**src/rtl/mips_pkg.sv**
```systemverilog
// Shared fetch-stage definitions: state encoding, instruction size, alignment check.
package mips_pkg;

   typedef enum logic [1:0] {
      ST_BOOT     = 2'd0,
      ST_RUN      = 2'd1,
      ST_REDIRECT = 2'd2,
      ST_HALT     = 2'd3
   } fetch_state_e;

   localparam int unsigned INSTR_BYTES = 4;
   localparam int unsigned ALIGN_BITS  = $clog2(INSTR_BYTES);

   // A fetch address is legal only when it sits on an instruction boundary
   function automatic logic is_aligned(input logic [31:0] addr);
      return addr[ALIGN_BITS-1:0] == '0;
   endfunction

endpackage

```
**src/rtl/pc_next_select.sv**
```systemverilog
// Combinational next-PC / next-state selector for the fetch unit.
// Priority inside RUN/REDIRECT: halt request, branch, jump, bubble countdown, stall, advance.
module pc_next_select
   import mips_pkg::*;
#(
   parameter int unsigned REDIRECT_BUBBLES = 1
)(
   input  fetch_state_e state_i,
   input  logic [31:0]  pc_i,
   input  logic [31:0]  pc_add_i,
   input  logic         branch_taken_i,
   input  logic [31:0]  branch_target_i,
   input  logic         branch_aligned_i,
   input  logic         jump_taken_i,
   input  logic [31:0]  jump_target_i,
   input  logic         jump_aligned_i,
   input  logic         stall_i,
   input  logic         halt_req_i,
   input  logic         resume_i,
   input  logic         align_err_i,
   input  logic         bubble_done_i,
   output logic [31:0]  pc_next_o,
   output fetch_state_e state_next_o,
   output logic         align_err_next_o,
   output logic         redirect_o,
   output logic         advance_o
);

   logic        take_redirect;
   logic [31:0] redirect_target;
   logic        target_ok;

   // The branch is older than the jump in ID, so it wins when both fire
   assign take_redirect   = branch_taken_i | jump_taken_i;
   assign redirect_target = branch_taken_i ? branch_target_i  : jump_target_i;
   assign target_ok       = branch_taken_i ? branch_aligned_i : jump_aligned_i;

   // Select next PC, next state and error flag from the current state and requests
   always_comb begin
      pc_next_o        = pc_i;
      state_next_o     = state_i;
      align_err_next_o = align_err_i;
      redirect_o       = 1'b0;
      advance_o        = 1'b0;
      case (state_i)
         ST_BOOT: begin
            state_next_o = ST_RUN;
         end
         ST_RUN, ST_REDIRECT: begin
            if (halt_req_i) begin
               state_next_o = ST_HALT;
            end else if (take_redirect) begin
               if (target_ok) begin
                  pc_next_o    = redirect_target;
                  redirect_o   = 1'b1;
                  state_next_o = (REDIRECT_BUBBLES > 0) ? ST_REDIRECT : ST_RUN;
               end else begin
                  align_err_next_o = 1'b1;
                  state_next_o     = ST_HALT;
               end
            end else if (state_i == ST_REDIRECT) begin
               // Stall does not stretch the bubble; the hazard unit flushes ID anyway
               if (bubble_done_i) begin
                  state_next_o = ST_RUN;
               end
            end else if (!stall_i) begin
               pc_next_o = pc_add_i;
               advance_o = 1'b1;
            end
         end
         ST_HALT: begin
            // A misaligned-target trap can only be left through reset
            if (resume_i && !align_err_i) begin
               state_next_o = ST_RUN;
            end
         end
         default: begin
            state_next_o = ST_BOOT;
         end
      endcase
   end

endmodule

```
**src/rtl/pc_fetch_unit.sv**
```systemverilog
// IF-stage program counter: holds PC, bubble counter, fetch counter and trap flag.
module pc_fetch_unit
   import mips_pkg::*;
#(
   parameter logic [31:0] RESET_VECTOR     = 32'h0000_0000,
   parameter int unsigned REDIRECT_BUBBLES = 1
)(
   input  logic        Clk,
   input  logic        Reset,
   input  logic [31:0] PCAddResult,
   input  logic        BranchTaken,
   input  logic [31:0] BranchTarget,
   input  logic        JumpTaken,
   input  logic [31:0] JumpTarget,
   input  logic        Stall,
   input  logic        HaltReq,
   input  logic        Resume,
   output logic [31:0] PCResult,
   output logic        FetchValid,
   output logic [31:0] FetchCount,
   output logic        AlignError,
   output logic        Halted
);

   // Counter reload leaves REDIRECT after REDIRECT_BUBBLES invalid cycles
   localparam logic [1:0] BUBBLE_LOAD =
      (REDIRECT_BUBBLES > 0) ? 2'(REDIRECT_BUBBLES - 1) : 2'd0;

   fetch_state_e state_q, state_d;
   logic [31:0]  pc_q, pc_d;
   logic [1:0]   bubble_q, bubble_d;
   logic [31:0]  count_q, count_d;
   logic         align_err_q, align_err_d;
   logic         redirect;
   logic         advance;

   pc_next_select #(
      .REDIRECT_BUBBLES (REDIRECT_BUBBLES)
   ) u_sel (
      .state_i          (state_q),
      .pc_i             (pc_q),
      .pc_add_i         (PCAddResult),
      .branch_taken_i   (BranchTaken),
      .branch_target_i  (BranchTarget),
      .branch_aligned_i (is_aligned(BranchTarget)),
      .jump_taken_i     (JumpTaken),
      .jump_target_i    (JumpTarget),
      .jump_aligned_i   (is_aligned(JumpTarget)),
      .stall_i          (Stall),
      .halt_req_i       (HaltReq),
      .resume_i         (Resume),
      .align_err_i      (align_err_q),
      .bubble_done_i    (bubble_q == 2'd0),
      .pc_next_o        (pc_d),
      .state_next_o     (state_d),
      .align_err_next_o (align_err_d),
      .redirect_o       (redirect),
      .advance_o        (advance)
   );

   // Bubble counter reloads on every redirect and counts down while in REDIRECT;
   // the fetch counter only counts sequential advances, wrapping naturally
   always_comb begin
      bubble_d = bubble_q;
      if (redirect) begin
         bubble_d = BUBBLE_LOAD;
      end else if (state_q == ST_REDIRECT && bubble_q != 2'd0) begin
         bubble_d = bubble_q - 2'd1;
      end
      count_d = count_q + {31'd0, advance};
   end

   // All fetch-unit state, reset asynchronously to the boot condition
   always_ff @(posedge Clk or negedge Reset) begin
      if (!Reset) begin
         state_q     <= ST_BOOT;
         pc_q        <= RESET_VECTOR;
         bubble_q    <= 2'd0;
         count_q     <= 32'd0;
         align_err_q <= 1'b0;
      end else begin
         state_q     <= state_d;
         pc_q        <= pc_d;
         bubble_q    <= bubble_d;
         count_q     <= count_d;
         align_err_q <= align_err_d;
      end
   end

   assign PCResult   = pc_q;
   assign FetchValid = (state_q == ST_RUN);
   assign Halted     = (state_q == ST_HALT);
   assign FetchCount = count_q;
   assign AlignError = align_err_q;

endmodule

```
**config.mk**
```make
export PLATFORM = sky130hd
export DESIGN_NAME = pc_fetch_unit
export DESIGN_NICKNAME = d
export VERILOG_FILES = /design/src/rtl/mips_pkg.sv /design/src/rtl/pc_next_select.sv /design/src/rtl/pc_fetch_unit.sv
export SDC_FILE = /design/constraint.sdc
export NUM_CORES = 1
export LEC_CHECK = 0
export BUFFER_PORTS_ARGS = -buffer_cell sky130_fd_sc_hd__buf_2
export CORE_MARGIN = 4
export CORE_UTILIZATION = 23
export CTS_CLUSTER_DIAMETER = 100
export DETAILED_ROUTE_END_ITERATION = 10
export PLACE_DENSITY = 0.56
export SYNTH_ARGS = -nofsm -noshare
export SYNTH_HDL_FRONTEND = slang
export SYNTH_SLANG_ARGS = --single-unit
```
**constraint.sdc**
```tcl
create_clock -name Clk -period 6.9 [get_ports Clk]
set_clock_uncertainty 0.2 [all_clocks]
set_input_delay 1.035 -clock Clk [delete_from_list [all_inputs] [get_ports Clk]]
set_output_delay 1.035 -clock Clk [all_outputs]
set_load 0.02 [all_outputs]
```
==> results.md <==
Status:
- The flow ran to the end, and the final reports show no timing, DRC or antenna violations.

Clock network:
- The maximum level of the CTS H-tree is 3.
- TritonCTS built the clock tree.
- The count of cells resized by post-cts repair is 0.
- The post-cts hold buffer count is 0.
- The clock slew at the register clock pins of the worst setup and hold paths is 0.05 ns.
- The insertion delay to the later sink of the worst-skew pair is 0.33 ns.
- The number of CTS-inserted buffers is 9.
- In this run the post-CTS setup repair buffer count came out at 0.
- The number of clock sinks is 69.
- The maximum buffer depth of the clock tree is 2.
- The cell at the root of the clock tree is sky130_fd_sc_hd__clkbuf_16.

Yosys:
- The count of cell types in the netlist is 35.
- The count of flip-flops with a built-in enable after synthesis is 0.
- Of all cell types, the one taking the most synthesized area is sky130_fd_sc_hd__dfrtp_1.
- After synthesis, the cell types taking the most area are sky130_fd_sc_hd__dfrtp_1, sky130_fd_sc_hd__mux2_2, sky130_fd_sc_hd__mux2i_1, sky130_fd_sc_hd__nand2_1, sky130_fd_sc_hd__o21ai_0.
- The cell area that synthesis handed to floorplanning was 0.003613 mm^2.
- The synthesized design contains 69 register bits.
- The top cell type by area accounts for 47.78% of the synthesized area.
- Averaged over all synthesized cells, the footprint is 10.88 um^2.
- Counting flops with an async set or reset pin after synthesis yields a share of 100.0%.
- Synthesis produced a netlist with a net count of 441.
- The gate count of the mapped netlist is 332.
- During synthesis, Yosys emitted a total of 0 warnings.
- In the synthesized netlist the dominant register cell turns out to be sky130_fd_sc_hd__dfrtp_1.
- The sequential area share after synthesis is 47.78%.

Die:
- The overall die area is 0.01778 mm^2.
- Measured along the x axis, the die boundary spans 133.3 um.
- The placeable core region is 0.01531 mm^2.
- 170 I/O pins were placed.
- From bottom edge to top edge, the die measures 133.3 um.
- The number of placement rows is 45.
- The starting utilization of the core area is 23.59%.

Worst setup path:
- STA classifies the critical path startpoint as a primary input.
- The worst flop-to-flop path startpoint is state_q[0]$_DFFE_PN0P_.
- The arrival time at the worst endpoint is 3.91 ns.
- Counting stages on the worst path, the most repeated cell is sky130_fd_sc_hd__ha_1.
- The worst-case register-to-register setup slack is 3.43 ns.
- The worst setup path is of the primary input to flip-flop kind.
- The number of cells traversed by the worst register-to-register path is 11.
- The largest delay contributor family on the critical path is simple AND/OR/NAND/NOR gates.
- The data required time of the worst path is 6.91 ns.
- The maximum net fanout on the critical path is 67.
- The reg-to-reg critical path endpoint is FetchCount[26]$_DFF_PN0_.
- On the worst path, the slowest cell contributes a delay of 0.69 ns.
- Among all stages on the critical path, the largest delay is contributed by sky130_fd_sc_hd__nor4_1.
- The capturing element type of the critical path is a flip-flop.
- The number of buffers and inverters on the critical path is 1.
- Walking the worst path, the cells encountered are buf_2 -> nor2_2 -> nand2_1 -> nor3_1 -> ha_1 -> ha_1 -> nand3_1 -> nor4_1 -> nand4_1 -> xnor2_1.

Hold path:
- Along the worst hold path, the cell count comes to 1.
- The min-delay analysis places its worst path in the category flip-flop to flip-flop.
- The start point of the worst hold path is FetchCount[31]$_DFF_PN0_.
- The worst hold path terminates at FetchCount[31]$_DFF_PN0_.

STA:
- The number of hold violations in the final report was 0.
- The maximum clock frequency is 256.4 MHz.
- The transition time at the pin with the least slew margin is 0.9726 ns.
- Setup repair after global routing left no endpoint under its margin.
- For the final routed database, the setup TNS stands at 0 ns.
- The number of endpoints failing setup at the final stage is 0.
- Dividing the final minimum period by the clock period gives 56.52%.
- The smallest clock period supported by the final layout is computed as 3.900 ns.
- Measured against its own limit, the worst slew margin works out to 35.16%.
- The count of pins over their slew limit is 0.

Detailed routing:
- After detailed routing, the number of remaining DRC violations is 0.
- The via density per instance is 4.360.
- The antenna violation net count after detailed routing is 0.
- The final route contains 3,113 vias.
- The iteration-0 DRC count of the detailed router is 118.
- After detailed routing, the average wire length per cell comes to 13.59 um.
- The detailed-route wire length is 9703 um.
- Before antenna repair, the detailed router went through 4 iterations.

Finish:
- The number of standard cells in the layout, taps in and fillers out is 714.
- The number of diodes is 0.
- For this run, the post-layout net count is 608.
- The register area is 0.001727 mm^2.
- The final-layout fill cell count is 1,617.
- The post-route netlist has 44.73% of its cells at a drive strength greater than 1.
- Summing all multi-input logic gate instances after layout gives 0.001784 mm^2.
- The area growth from synthesis to layout is 36.53%.

Power:
- Of the total power, the clock network draws 27.5%.
- Sequential cells burn 38.5% of the power.
- The sum of internal, switching and leakage power is 1.477 mW.
- VDD sags by at most 115.7 uV.
- In this run, the combinational gates consume 34.0% of the power.
- The analysis attributes to net switching a power of 0.5020 mW.
- The power density relative to cell area is 299.3 mW/mm^2.
- The internal power of the cells totals 0.9745 mW.
- The fraction of power spent switching nets is 34.00%.
- In this run the static leakage power is 2.539 nW.

GRT:
- The via count of the first global-routing pass is 3,207.
- Global routing finished with a remaining overflow of 0.
- The initial antenna violation count is 0.
- The first global-routing pass estimated 15,850 um of wire.
- For this run, the total global-route usage over all layers was measured as 10.97%.
- The maximum number of pins on one net before global-route repair is 70.

Placed design:
- At the end of routability-driven placement, the weighted congestion stood at 0.7608.
- The total placed cells including tap cells is 699.
- The wire-length estimate of the detail-placed layout is 7484 um.
- The count of buffers added on input and output ports is 169.

Job:
- The total of max-cap violations is 0.
[worst max path at each step]
stage / slack, ns / cells after the start / start / end
4_1_cts: 3.01 / 10 / BranchTaken / FetchCount[26]$_DFF_PN0_
3_5_place_dp: 2.65 / 10 / BranchTaken / FetchCount[26]$_DFF_PN0_
6_report: 3.00 / 10 / BranchTaken / FetchCount[26]$_DFF_PN0_
3_3_place_gp: 2.78 / 10 / BranchTaken / FetchCount[26]$_DFF_PN0_
2_1_floorplan: 3.76 / 10 / JumpTaken / FetchCount[26]$_DFF_PN0_
5_1_grt: 2.65 / 10 / BranchTaken / FetchCount[26]$_DFF_PN0_
[synthesized netlist by cell type (3+ instances only)]
cell / n
sky130_fd_sc_hd__and3_1: 3
sky130_fd_sc_hd__and4_1: 3
sky130_fd_sc_hd__buf_1: 4
sky130_fd_sc_hd__buf_2: 4
sky130_fd_sc_hd__clkbuf_1: 7
sky130_fd_sc_hd__dfrtp_1: 69
sky130_fd_sc_hd__ha_1: 6
sky130_fd_sc_hd__inv_1: 8
sky130_fd_sc_hd__mux2_2: 32
sky130_fd_sc_hd__mux2i_1: 33
sky130_fd_sc_hd__nand2_1: 43
sky130_fd_sc_hd__nand3_1: 11
sky130_fd_sc_hd__nand4_1: 8
sky130_fd_sc_hd__nor2_1: 9
sky130_fd_sc_hd__nor3_1: 7
sky130_fd_sc_hd__nor4_1: 3
sky130_fd_sc_hd__nor4_2: 4
sky130_fd_sc_hd__o21ai_0: 32
sky130_fd_sc_hd__xnor2_1: 17
sky130_fd_sc_hd__xor2_1: 14
[layout make-up]
type	count	area share (%)
sequential	69	35.00
multi-input combinational	239	36.17
inverter	8	0.6087
tap	211	5.351
clock buffer	13	5.072
timing repair buffer	172	17.60
clock inverter	2	0.2029
[worst register-to-register path, stage by stage (launching register included)]
cell                      delay (ns)
sky130_fd_sc_hd__dfrtp_1        0.37
sky130_fd_sc_hd__inv_1          0.07
sky130_fd_sc_hd__ha_1           0.37
sky130_fd_sc_hd__nor2_1         0.19
sky130_fd_sc_hd__nand2_1        0.07
sky130_fd_sc_hd__nor3_1         0.15
sky130_fd_sc_hd__ha_1           0.25
sky130_fd_sc_hd__ha_1           0.20
sky130_fd_sc_hd__nand3_1        0.42
sky130_fd_sc_hd__nor4_1         0.69
sky130_fd_sc_hd__nand4_1        0.19
sky130_fd_sc_hd__xnor2_1        0.17
[state kept, by name, summed over array words and instances, names as in the netlist]
signal      count
FetchCount     32
PCResult       32
state_q         2
bubble_q        2
AlignError      1
[kinds of logic after synthesis]
group	Yosys count	synth area share, %
buf+inv	24	2.839
compound gates	40	6.614
mux	65	19.11
fa+ha+maj	6	2.078
flops	69	47.78
simple gates	97	14.06
xor+xnor	31	7.514
[cell usage in the layout, fill, tap and decap left out, types with 4 or more instances in the layout]
cell type and count:
sky130_fd_sc_hd__xor2_1 14, sky130_fd_sc_hd__nor4_2 4, sky130_fd_sc_hd__o21ai_0 32, sky130_fd_sc_hd__nand3_1 11
sky130_fd_sc_hd__inv_1 8, sky130_fd_sc_hd__buf_2 169, sky130_fd_sc_hd__nor3_1 7, sky130_fd_sc_hd__nand2_1 43
sky130_fd_sc_hd__nor2_1 9, sky130_fd_sc_hd__xnor2_1 17, sky130_fd_sc_hd__mux2i_1 33, sky130_fd_sc_hd__dfrtp_1 69
sky130_fd_sc_hd__mux2_2 32, sky130_fd_sc_hd__ha_1 6, sky130_fd_sc_hd__nand4_1 8, sky130_fd_sc_hd__clkbuf_16 9
[per-stage QoR]
| stage | util (%) | area (um^2) | hold slack, ns | setup slack (ns) |
|---|---|---|---|---|
| final | 32.21 | 4933 | 0.2677 | 3.000 |
| after CTS | 32.21 | 4933 | 0.2777 | 3.008 |
| after global placement | 30.51 | 4673 | 0.2593 | 2.780 |
| after global routing | 32.21 | 4933 | 0.2984 | 2.649 |
| after floorplan | - | 3613 | 0.3099 | 3.764 |
| after detailed placement | 30.51 | 4673 | 0.2707 | 2.655 |
[per-layer routing]
layer,GRT usage (%),vias up,part of all wire [%]
met5,0,-,0
met4,3.600,0,1.0
met3,4.267,8,8.0
met2,18.48,93,49
met1,12.86,1495,42
li1,-,1517,-
[power by group through the flow]
stage	clock (mW)	sequential (mW)	combinational [mW]
after floorplan	0	0.700	0.189
after global placement	0	0.573	0.500
after detailed placement	0	0.578	0.510
after CTS	0.429	0.571	0.512
after global routing	0.444	0.586	0.541
final	0.406	0.569	0.502
Note: power is estimated with default switching activity, not from simulation.
